==> config.mk <==
export PLATFORM = sky130hd
export DESIGN_NAME = gain_sched_flat
export DESIGN_NICKNAME = d
export VERILOG_FILES = /design/src/rtl/gain_sched_if.sv /design/src/rtl/gain_sched.sv /design/src/flat_wrapper.sv
export SDC_FILE = /design/constraint.sdc
export NUM_CORES = 1
export LEC_CHECK = 0
export BUFFER_PORTS_ARGS = -buffer_cell sky130_fd_sc_hd__clkbuf_2
export CORE_ASPECT_RATIO = 2
export CORE_MARGIN = 2
export CORE_UTILIZATION = 45
export DETAILED_ROUTE_END_ITERATION = 12
export HOLD_SLACK_MARGIN = 0.05
export PLACE_DENSITY = 0.74
export SYNTH_ARGS = -nofsm -noshare
export SYNTH_HDL_FRONTEND = slang
export SYNTH_SLANG_ARGS = --single-unit
==> constraint.sdc <==
create_clock -name clk -period 8 [get_ports clk]
set_clock_uncertainty 0.2 [all_clocks]
set_input_delay 1.6 -clock clk [delete_from_list [all_inputs] [get_ports clk]]
set_output_delay 1.6 -clock clk [all_outputs]
set_load 0.01 [all_outputs]
==> src/rtl/gain_sched_if.sv <==
// Request/response stream bundle for gain_sched.
//   req_v    : per-channel sample valid          (toward scheduler)
//   req_data : channel k sample in [k*DIN_WIDTH +: DIN_WIDTH]
//   req_rdy  : per-channel accept, one-hot or zero (from scheduler)
//   out_data : scaled sample                     (from scheduler)
//   out_ch   : channel of out_data               (from scheduler)
//   out_v    : output valid                      (from scheduler)
//   out_rdy  : downstream accept                 (toward scheduler)
// master: the surrounding system (sources requests, sinks results); slave: gain_sched.
interface gain_sched_if #(
  parameter int unsigned NUM_CH    = 4,
  parameter int unsigned DIN_WIDTH = 16
);
  localparam int unsigned ChW = (NUM_CH > 1) ? $clog2(NUM_CH) : 1;

  logic [NUM_CH-1:0]           req_v;
  logic [NUM_CH*DIN_WIDTH-1:0] req_data;
  logic [NUM_CH-1:0]           req_rdy;
  logic [DIN_WIDTH-1:0]        out_data;
  logic [ChW-1:0]              out_ch;
  logic                        out_v;
  logic                        out_rdy;

  modport master (
    output req_v, req_data, out_rdy,
    input  req_rdy, out_data, out_ch, out_v
  );

  modport slave (
    input  req_v, req_data, out_rdy,
    output req_rdy, out_data, out_ch, out_v
  );
endinterface

==> src/rtl/gain_sched.sv <==
// Round-robin scheduler sharing one external gain stage among NUM_CH channels.
// Accepted samples are sent to the gain stage with the channel's gain, results are
// tagged with their channel and queued in a small output FIFO. A credit scheme keeps
// in-flight plus queued results within FIFO_DEPTH so the FIFO never overflows.
//   clk, rst_n           : clock, asynchronous active-low reset
//   cfg_we/cfg_ch/cfg_gain : gain-table write port (gain unsigned Q2.14)
//   bus (slave)          : request and output streams, see gain_sched_if
//   gs_din/gs_gain/gs_din_v : registered sample/gain to the gain stage
//   gs_dout/gs_dout_v    : gain-stage result, GS_LATENCY cycles after gs_din_v
//   ovf                  : sticky, a result arrived while the FIFO was full
module gain_sched #(
  parameter int unsigned NUM_CH     = 4,
  parameter int unsigned DIN_WIDTH  = 16,
  parameter int unsigned GAIN_WIDTH = 16,
  parameter int unsigned GS_LATENCY = 3,
  parameter int unsigned FIFO_DEPTH = 4,
  localparam int unsigned ChW = (NUM_CH > 1) ? $clog2(NUM_CH) : 1
) (
  input  logic                  clk,
  input  logic                  rst_n,
  input  logic                  cfg_we,
  input  logic [ChW-1:0]        cfg_ch,
  input  logic [GAIN_WIDTH-1:0] cfg_gain,
  gain_sched_if.slave           bus,
  output logic [DIN_WIDTH-1:0]  gs_din,
  output logic [GAIN_WIDTH-1:0] gs_gain,
  output logic                  gs_din_v,
  input  logic [DIN_WIDTH-1:0]  gs_dout,
  input  logic                  gs_dout_v,
  output logic                  ovf
);

  localparam int unsigned PtrW = (FIFO_DEPTH > 1) ? $clog2(FIFO_DEPTH) : 1;
  localparam int unsigned CntW = $clog2(FIFO_DEPTH + 1);
  localparam int unsigned BlkW = $clog2(GS_LATENCY + 1);
  localparam logic [GAIN_WIDTH-1:0] GainOne = {2'b01, {(GAIN_WIDTH - 2){1'b0}}};

  // State
  logic [GAIN_WIDTH-1:0] gain_q [NUM_CH];
  logic [GAIN_WIDTH-1:0] gain_d [NUM_CH];
  logic [ChW-1:0]        last_grant_q, last_grant_d;
  logic [CntW-1:0]       inflight_q, inflight_d;
  logic [DIN_WIDTH-1:0]  gs_din_q, gs_din_d;
  logic [GAIN_WIDTH-1:0] gs_gain_q, gs_gain_d;
  logic                  gs_din_v_q, gs_din_v_d;
  logic [ChW-1:0]        gs_tag_q, gs_tag_d;
  logic [ChW-1:0]        tag_q [GS_LATENCY];
  logic [ChW-1:0]        tag_d [GS_LATENCY];
  logic [BlkW-1:0]       blank_q, blank_d;
  logic [DIN_WIDTH-1:0]  mem_data_q [FIFO_DEPTH];
  logic [ChW-1:0]        mem_tag_q [FIFO_DEPTH];
  logic [PtrW-1:0]       wr_ptr_q, wr_ptr_d, rd_ptr_q, rd_ptr_d;
  logic [CntW-1:0]       cnt_q, cnt_d;
  logic                  ovf_q, ovf_d;

  // Combinational
  logic                  credit;
  logic [NUM_CH-1:0]     grant;
  logic [ChW-1:0]        grant_idx;
  logic [ChW-1:0]        cand;
  logic                  grant_any;
  logic                  dout_ok;
  logic                  full;
  logic                  push;
  logic                  pop;
  logic                  dec;

  assign credit = (32'(inflight_q) + 32'(cnt_q)) < FIFO_DEPTH;

  // Round-robin search starting just after the last granted channel.
  always_comb begin
    grant     = '0;
    grant_idx = last_grant_q;
    grant_any = 1'b0;
    cand      = '0;
    if (rst_n && credit) begin
      for (int unsigned i = 1; i <= NUM_CH; i++) begin
        cand = ChW'((32'(last_grant_q) + i) % NUM_CH);
        if (!grant_any && bus.req_v[cand]) begin
          grant[cand] = 1'b1;
          grant_idx   = cand;
          grant_any   = 1'b1;
        end
      end
    end
  end

  // Gain table: a write in the accept cycle only affects later accepts.
  always_comb begin
    gain_d = gain_q;
    if (cfg_we && (32'(cfg_ch) < NUM_CH)) begin
      gain_d[cfg_ch] = cfg_gain;
    end
  end

  always_comb begin
    last_grant_d = grant_any ? grant_idx : last_grant_q;
    gs_din_d     = gs_din_q;
    gs_gain_d    = gs_gain_q;
    gs_tag_d     = gs_tag_q;
    gs_din_v_d   = grant_any;
    if (grant_any) begin
      gs_din_d  = bus.req_data[32'(grant_idx) * DIN_WIDTH +: DIN_WIDTH];
      gs_gain_d = gain_q[grant_idx];
      gs_tag_d  = grant_idx;
    end
  end

  // Channel tags travel alongside the gain stage so they line up with gs_dout_v.
  always_comb begin
    tag_d[0] = gs_tag_q;
    for (int unsigned i = 1; i < GS_LATENCY; i++) begin
      tag_d[i] = tag_q[i-1];
    end
  end

  // Results during the first GS_LATENCY cycles after reset belong to discarded work.
  always_comb begin
    blank_d = (blank_q != '0) ? blank_q - BlkW'(1) : blank_q;
  end

  assign dout_ok = gs_dout_v && (blank_q == '0);
  assign full    = (cnt_q == CntW'(FIFO_DEPTH));
  assign push    = dout_ok && !full;
  assign pop     = (cnt_q != '0) && bus.out_rdy;
  // Guard against a spurious result underflowing the in-flight count.
  assign dec     = dout_ok && (inflight_q != '0);

  always_comb begin
    inflight_d = inflight_q + CntW'(grant_any) - CntW'(dec);
    cnt_d      = cnt_q + CntW'(push) - CntW'(pop);
    ovf_d      = ovf_q | (dout_ok && full);
    wr_ptr_d   = wr_ptr_q;
    rd_ptr_d   = rd_ptr_q;
    if (push) begin
      wr_ptr_d = (wr_ptr_q == PtrW'(FIFO_DEPTH - 1)) ? '0 : wr_ptr_q + PtrW'(1);
    end
    if (pop) begin
      rd_ptr_d = (rd_ptr_q == PtrW'(FIFO_DEPTH - 1)) ? '0 : rd_ptr_q + PtrW'(1);
    end
  end

  always_ff @(posedge clk or negedge rst_n) begin
    if (!rst_n) begin
      for (int unsigned i = 0; i < NUM_CH; i++) begin
        gain_q[i] <= GainOne;
      end
      for (int unsigned i = 0; i < GS_LATENCY; i++) begin
        tag_q[i] <= '0;
      end
      last_grant_q <= ChW'(NUM_CH - 1);
      inflight_q   <= '0;
      gs_din_q     <= '0;
      gs_gain_q    <= '0;
      gs_din_v_q   <= 1'b0;
      gs_tag_q     <= '0;
      blank_q      <= BlkW'(GS_LATENCY);
      wr_ptr_q     <= '0;
      rd_ptr_q     <= '0;
      cnt_q        <= '0;
      ovf_q        <= 1'b0;
    end else begin
      gain_q       <= gain_d;
      tag_q        <= tag_d;
      last_grant_q <= last_grant_d;
      inflight_q   <= inflight_d;
      gs_din_q     <= gs_din_d;
      gs_gain_q    <= gs_gain_d;
      gs_din_v_q   <= gs_din_v_d;
      gs_tag_q     <= gs_tag_d;
      blank_q      <= blank_d;
      wr_ptr_q     <= wr_ptr_d;
      rd_ptr_q     <= rd_ptr_d;
      cnt_q        <= cnt_d;
      ovf_q        <= ovf_d;
    end
  end

  // FIFO storage needs no reset; the output is masked while empty.
  always_ff @(posedge clk) begin
    if (push) begin
      mem_data_q[wr_ptr_q] <= gs_dout;
      mem_tag_q[wr_ptr_q]  <= tag_q[GS_LATENCY-1];
    end
  end

  assign bus.req_rdy  = grant;
  assign bus.out_v    = (cnt_q != '0);
  assign bus.out_data = (cnt_q != '0) ? mem_data_q[rd_ptr_q] : '0;
  assign bus.out_ch   = (cnt_q != '0) ? mem_tag_q[rd_ptr_q] : '0;
  assign gs_din       = gs_din_q;
  assign gs_gain      = gs_gain_q;
  assign gs_din_v     = gs_din_v_q;
  assign ovf          = ovf_q;

endmodule

==> src/flat_wrapper.sv <==
// flat-port wrapper written by rule: the top's interface ports become plain ports
module gain_sched_flat 
#(
  parameter int unsigned NUM_CH     = 4,
  parameter int unsigned DIN_WIDTH  = 16,
  parameter int unsigned GAIN_WIDTH = 16,
  parameter int unsigned GS_LATENCY = 3,
  parameter int unsigned FIFO_DEPTH = 4,
  localparam int unsigned ChW = (NUM_CH > 1) ? $clog2(NUM_CH) : 1
)
  (clk, rst_n, cfg_we, cfg_ch, cfg_gain, gs_din, gs_gain, gs_din_v, gs_dout, gs_dout_v, ovf, bus_req_v, bus_req_data, bus_out_rdy, bus_req_rdy, bus_out_data, bus_out_ch, bus_out_v);
  gain_sched_if #(.NUM_CH(NUM_CH), .DIN_WIDTH(DIN_WIDTH)) bus_i ();
  input  logic clk;
  input  logic rst_n;
  input  logic cfg_we;
  input  logic [ChW-1:0] cfg_ch;
  input  logic [GAIN_WIDTH-1:0] cfg_gain;
  output logic [DIN_WIDTH-1:0] gs_din;
  output logic [GAIN_WIDTH-1:0] gs_gain;
  output logic gs_din_v;
  input  logic [DIN_WIDTH-1:0] gs_dout;
  input  logic gs_dout_v;
  output logic ovf;
  input wire logic [$bits(bus_i.req_v)-1:0] bus_req_v;
  input wire logic [$bits(bus_i.req_data)-1:0] bus_req_data;
  input wire logic [$bits(bus_i.out_rdy)-1:0] bus_out_rdy;
  output wire logic [$bits(bus_i.req_rdy)-1:0] bus_req_rdy;
  output wire logic [$bits(bus_i.out_data)-1:0] bus_out_data;
  output wire logic [$bits(bus_i.out_ch)-1:0] bus_out_ch;
  output wire logic [$bits(bus_i.out_v)-1:0] bus_out_v;
  assign bus_i.req_v = bus_req_v;
  assign bus_i.req_data = bus_req_data;
  assign bus_i.out_rdy = bus_out_rdy;
  assign bus_req_rdy = bus_i.req_rdy;
  assign bus_out_data = bus_i.out_data;
  assign bus_out_ch = bus_i.out_ch;
  assign bus_out_v = bus_i.out_v;
  gain_sched #(.NUM_CH(NUM_CH), .DIN_WIDTH(DIN_WIDTH), .GAIN_WIDTH(GAIN_WIDTH), .GS_LATENCY(GS_LATENCY), .FIFO_DEPTH(FIFO_DEPTH)) u_core (.clk(clk), .rst_n(rst_n), .cfg_we(cfg_we), .cfg_ch(cfg_ch), .cfg_gain(cfg_gain), .bus(bus_i), .gs_din(gs_din), .gs_gain(gs_gain), .gs_din_v(gs_din_v), .gs_dout(gs_dout), .gs_dout_v(gs_dout_v), .ovf(ovf));
endmodule
* Yosys cells after proc, flatten, opt, wreduce, memory -nomap -nowiden *
Memory sizes are Yosys's and may differ from the RTL's.
Index checks and enable logic that the tools add are counted.

storage, ports and cells
  register bits after elaboration = 120
  memories = 2
  memory bits (writable) = 72
  input bits = 107
  output and inout bits = 57
  word-level logic and storage cells = 125

operators by class
  multiplexer cells = 49
  shifts and indexed selects = 1
  eq/ne operators = 3
  $add $sub $neg = 12
  reduce and logical (&&, ||, !) cells = 22
  magnitude comparators = 12
  bitwise logic cells = 6

memories
  name               depth  bits a word  read ports  clocked after memory_dff  write ports  RTL line          RTL
  u_core.mem_data_q  4      16           1           0                         1            gain_sched.sv:50  logic [DIN_WIDTH-1:0] mem_data_q [FIFO_DEPTH];
  u_core.mem_tag_q   4      2            1           0                         1            gain_sched.sv:51  logic [ChW-1:0] mem_tag_q [FIFO_DEPTH];

operators by type and width
  operator                                                      number
  bitwise mux 64 bit                                            1
  two-way mux 16 bit                                            4
  variable part select 64 x 7 -> 16 bit                         1
  binary-select mux 16 bit (select 2 bit)                       1
  demux 16 bit (select 2 bit)                                   1
  less-than comparator 32 x 3 -> 1 bit (second input constant)  1
  two-way mux 4 bit                                             8
  two-way mux 1 bit                                             18
  two-way mux 2 bit                                             8
  logical AND 1 bit                                             14
  less-than comparator 2 x 3 -> 1 bit (second input constant)   4
  OR 4 bit                                                      3
  adder 2 x 1 -> 2 bit (second input constant)                  4
  binary-select mux 1 bit (select 2 bit)                        4
  demux 1 bit (select 2 bit)                                    4
  >= comparator 2 x 1 -> 1 bit (second input constant)          4
  adder 3 x 1 -> 3 bit                                          2
  >= comparator 3 bit (second input constant)                   2
  inverter 2 -> 3 bit                                           2
  nonzero test 3 bit                                            2
  subtractor 3 x 1 -> 3 bit                                     2
  adder 2 bit (second input constant)                           2
  adder 3 x 3 -> 4 bit                                          1
  equality test 2 bit (second input constant)                   2
  other kinds (7)                                               10

* Longest topological paths before layout *
  depth after elaboration = 21
  depth in mapped cells = 13

* Least setup slack after synthesis *
No wires, ideal clock.

  path kind = input to output
  start = input port bus_req_v[1]
  end = output port bus_req_rdy[1]
  stages = 6
  data arrival time = 2.942 ns
  slack = 3.258 ns
  required time = 6.200 ns
  cells stage by stage = clkbuf_1 mux2i_1 o21ai_0 nor3b_1 a222oi_1 a21oi_1

on the way
  longest elaborated chain between the ends = 16

ends and longest elaborated chain
  element                                  RTL line            RTL
  start: declaration                       flat_wrapper.sv:24  input wire logic [$bits(bus_i.req_v)-1:0] bus_req_v;
  binary-select mux 1 bit (select 2 bit)   gain_sched.sv:79    if (!grant_any && bus.req_v[cand]) begin
  two-way mux 1 bit (not written as such)  gain_sched.sv:79
  two-way mux 1 bit                        gain_sched.sv:79
  two-way mux 1 bit                        gain_sched.sv:76    if (rst_n && credit) begin
  logical NOT 1 bit                        gain_sched.sv:79
  logical AND 1 bit                        gain_sched.sv:79
  two-way mux 1 bit                        gain_sched.sv:79
  two-way mux 1 bit                        gain_sched.sv:76
  logical NOT 1 bit                        gain_sched.sv:79
  logical AND 1 bit                        gain_sched.sv:79
  two-way mux 1 bit                        gain_sched.sv:79
  two-way mux 1 bit                        gain_sched.sv:76
  logical NOT 1 bit                        gain_sched.sv:79
  logical AND 1 bit                        gain_sched.sv:79
  two-way mux 4 bit (*)                    gain_sched.sv:79
  two-way mux 4 bit (*)                    gain_sched.sv:76
  end: declaration                         flat_wrapper.sv:27  output wire logic [$bits(bus_i.req_rdy)-1:0] bus_req_rdy;

Mark *: on every way between the ends. The rest lies on a longest branch, timed or not. The select of a mux whose other input is x is not followed.

* Worst setup path in the final report *
  start = register u_core.last_grant_q[0]
  end = output port bus_req_rdy[0]

on the way
  longest elaborated chain between the ends = 17

ends and longest elaborated chain
  element                                                                                       RTL line           RTL
  start: declaration                                                                            gain_sched.sv:41   logic [ChW-1:0] last_grant_q, last_grant_d;
  start signal: assignment                                                                      gain_sched.sv:151  last_grant_q <= ChW'(NUM_CH - 1);
  start signal: assignment                                                                      gain_sched.sv:165  last_grant_q <= last_grant_d;
  parallel branches: the longest is 15 deep, another holds less-than comparator 2 x 3 -> 1 bit  -
  two-way mux 4 bit (*)                                                                         gain_sched.sv:79
  two-way mux 4 bit (*)                                                                         gain_sched.sv:76

Mark *: on every way between the ends. The select of a mux whose other input is x is not followed.

==> results.txt <==
In this run the worst hold path is classified as reg -> reg. The antenna diode count is 0. The floorplan has 72 rows.

The per-cell routed wire length came out at 17.8 µm. Synthesis inferred 192 register bits. 164 I/O pins were placed. IR analysis of the VDD net gives a maximum drop of 0.172 mV. Clock latency on the worst-skew pair, taken at its later pin, is 0.42 ns.

The initial core utilization is 0.461. The delay of the slowest critical-path stage is 0.74 ns. TritonCTS built the clock tree. The overall die width is 104 µm. The growth of design area from synthesis to finish is 17.7%.

The worst-case clock buffer depth came out at 2. The starting DRC count in detailed routing came out at 175. Leaving out fill and tap cells, the most frequent cell in the layout is sky130_fd_sc_hd__clkbuf_2. The initial antenna violation count is 0. STA classifies the critical path startpoint as a register. The multi-input combinational cells in the finished layout cover a total of 3500 µm². The synthesized netlist net count came out at 750. The share of final-layout standard cells stronger than drive strength 1 is 0.423.

Using the TritonRoute via totals, the vias-per-cell ratio works out to 5.25. The estimated wirelength of the detail-placed design is 13.0 mm. For the worst flop-to-flop path, the logic depth is 10. The via count of the first global-routing pass is 5784. Traced cell by cell, the critical path runs through inv_1, ha_1, nand2b_1, o211ai_1, o21ai_0, nor3b_1, a222oi_1, a21oi_1, clkbuf_2. The end point of the critical path is bus_req_rdy[0].

Based on the critical path, the design can be clocked at up to 193 MHz. The critical path in this run is classified as reg -> out. The number of input and output port buffers inserted is 163. For this block, the routed nets add up to 18.6 mm of wire. The arrival time of the worst setup path is 3.38 ns. The startpoint identified for the worst register-to-register timing path is u_core.last_grant_q[0]. The sequential element share of the synthesized area came out at 0.579.

The cell count after synthesis came out at 621. The share of flip-flops with an asynchronous set or reset came out at 0.625. Fill cells in the final layout number 1625. The library cells used most frequently in the layout, excluding fill and tap cells, are 162 x sky130_fd_sc_hd__clkbuf_2, 112 x sky130_fd_sc_hd__dfrtp_1, 100 x sky130_fd_sc_hd__mux2_2, 72 x sky130_fd_sc_hd__edfxtp_1, 68 x sky130_fd_sc_hd__mux2i_1.

The setup TNS came out at 0 ns. The final max-slew violation count is 0. The die span in y is 203 µm. The final non-filler cell area is 10500 µm².

The maximum number of pins on one net before global-route repair is 68. The number of synthesis warnings came out at 0. The clock edge transition at the registers on the reported setup and hold paths came out at 0.07 ns.

The cell area after synthesis came out at 8930 µm². The required time reported for the critical path endpoint came out at 6.20 ns. The area of the die is 21100 µm². The total number of clock tree sinks is 192. Along the worst path, the maximum fanout reaches 20.

For this run, the total global-route usage over all layers was measured as 0.183. The master cell of the clock root buffer is sky130_fd_sc_hd__clkbuf_16. The endpoint identified for the worst register-to-register timing path is u_core.gs_din[3]. Dividing the final minimum period by the clock period gives 0.648.

For the pin with the worst max-slew slack, the measured transition is 1.04 ns. The post-CTS setup buffer count came out at 0. The count of TritonRoute iterations in the first routing pass came out at 4. Power spread over the standard cell area amounts to 373 nW/µm². The static power due to leakage came out at 4.54 nW. The run finished with clean final reports. The overall overflow remaining after global route is 0.

By area the synthesized netlist is led by sky130_fd_sc_hd__dfrtp_1 31%, sky130_fd_sc_hd__edfxtp_1 24%, sky130_fd_sc_hd__mux2_2 13%. The post-cts sizing count came out at 0. The number of endpoints with negative hold slack in the final report came out at 0. The TritonCTS buffer count came out at 17. The top cell type's share of synthesized area came out at 0.314. The core footprint is 19400 µm².

The number of unique standard cell types used by synthesis is 45. Registers take 5170 µm². The capturing element type of the critical path is a primary output. The count of nets left with antenna violations after detail routing came out at 0. The slowest stage of the critical path belongs to the cell sky130_fd_sc_hd__dfstp_2. The count of H-tree levels built during CTS came out at 4. In this run the worst setup path begins at u_core.last_grant_q[0].

The final-stage net count came out at 904. The total DRC errors in the routed layout came out at 0. In this run, synthesis inferred 72 flip-flops with an integrated enable. The tool flagged a number of max-cap violations equal to 0.

The wire length of the first global-routing pass is 30.2 mm. The worst setup slack for register-to-register paths is 3.83 ns. Setup violations remaining at the end of the flow were counted as 0. The cell area after placement is 9940 µm².

The number of buffers inserted for hold repair after clock tree synthesis came out at 0. Summed over all instances, the cell type with the most area after synthesis is sky130_fd_sc_hd__dfrtp_1. Routability-driven placement finished with a final weighted congestion of 0.841.

Measured against its own limit, the worst slew margin works out to 0.309. In the synthesized netlist the dominant register cell turns out to be sky130_fd_sc_hd__dfrtp_1. The post-synthesis average cell area came out at 14.4 µm². Setup repair after global routing left no endpoint under its margin. Summing over every cut layer, the via total after detailed routing is 5488. The minimum clock period is 5.18 ns.
==> routing by layer <==
layer	routed length, µm	vias up	global-route usage
li1	-	2577	-
met1	7370	2748	0.208
met2	10300	142	0.339
met3	631	21	0.0313
met4	325	0	0.0700
met5	0	-	0
==> registers in the layout, summed over array words and instances (netlist names) <==
register             count
u_core.tag_d             4
u_core.cnt_q             3
u_core.gs_din           16
u_core.gain_q           64
u_core.wr_ptr_q          2
u_core.blank_q           2
u_core.ovf               1
u_core.gs_din_v          1
u_core.mem_tag_q         8
u_core.gs_tag_q          2
u_core.gs_gain          16
u_core.tag_q             2
u_core.mem_data_q       64
u_core.last_grant_q      2
u_core.rd_ptr_q          2
u_core.inflight_q        3
==> worst min path at each step <==
| stage | startpoint | end | slack, ns | cells after the start |
|---|---|---|---|---|
| 4_1_cts | u_core.tag_d[1] | u_core.tag_q[1] | 0.15 | 0 |
| 5_1_grt | u_core.tag_d[1] | u_core.tag_q[1] | 0.16 | 0 |
| 2_1_floorplan | u_core.tag_d[2] | u_core.tag_d[0] | 0.13 | 0 |
| 6_report | u_core.tag_d[1] | u_core.tag_q[1] | 0.15 | 0 |
| 3_3_place_gp | u_core.tag_d[2] | u_core.tag_d[0] | 0.13 | 0 |
| 3_5_place_dp | u_core.tag_d[1] | u_core.tag_q[1] | 0.14 | 0 |
==> metrics by stage <==
step,power (mW),utilization,setup WS [ns],instances,hold WS (ns)
2_1_floorplan,2.72,-,3.26,621,0.131
3_3_place_gp,3.10,0.513,2.90,1015,0.132
3_5_place_dp,3.14,0.513,2.89,1015,0.136
4_1_cts,3.98,0.543,2.87,1046,0.151
5_1_grt,4.19,0.543,2.51,1046,0.155
6_report,3.92,0.543,2.82,1046,0.148
==> cell usage after synthesis, drive strengths merged, types with 3 or more instances <==
library cell and number:
dfrtp 112, mux2 100, edfxtp 72, mux2i 68, nand2 45, o21ai 39, clkbuf 25, and2 23
ha 20, inv 18, mux4 18, nor2 10, a21oi 8, buf 8, dfstp 8, nand2b 5
nand3b 5, a222oi 4, xnor2 4, nor3 3
==> cell type report <==
class / count / area share
clock buffer: 17 / 0.0405
clock inverter: 14 / 0.0146
inverter: 18 / 0.00642
multi-input combinational: 378 / 0.333
sequential: 192 / 0.492
tap: 259 / 0.0308
timing repair buffer: 168 / 0.0826
==> worst max-delay path: cells and delay by family, from the launching register on <==
family | cells | cell delay [ns]
AOI/OAI and AO/OA | 4 | 0.70
adders and majority gates | 1 | 0.53
buffers and inverters | 2 | 0.31
DFF | 1 | 0.74
and+or+nand+nor | 2 | 0.67
==> kinds of logic (layout without fill, tap and decap cells) <==
kind of cell    Yosys count  in the layout  share of synthesized area
xor+xnor                  5              5                    0.00490
fa+ha+maj                22             22                     0.0325
simple gates            101            101                     0.0570
compound gates           64             64                     0.0471
buf+inv                  51            217                     0.0318
mux                     186            186                      0.248
flops                   192            192                      0.579
==> where the power goes <==
group,internal [mW],leakage [nW],switching [mW]
Combinational,0.782,2.17,0.820
Sequential,1.31,2.10,0.176
Clock,0.441,0.273,0.390
Total,2.53,4.54,1.39
Note: power is estimated with default switching activity, not from simulation.
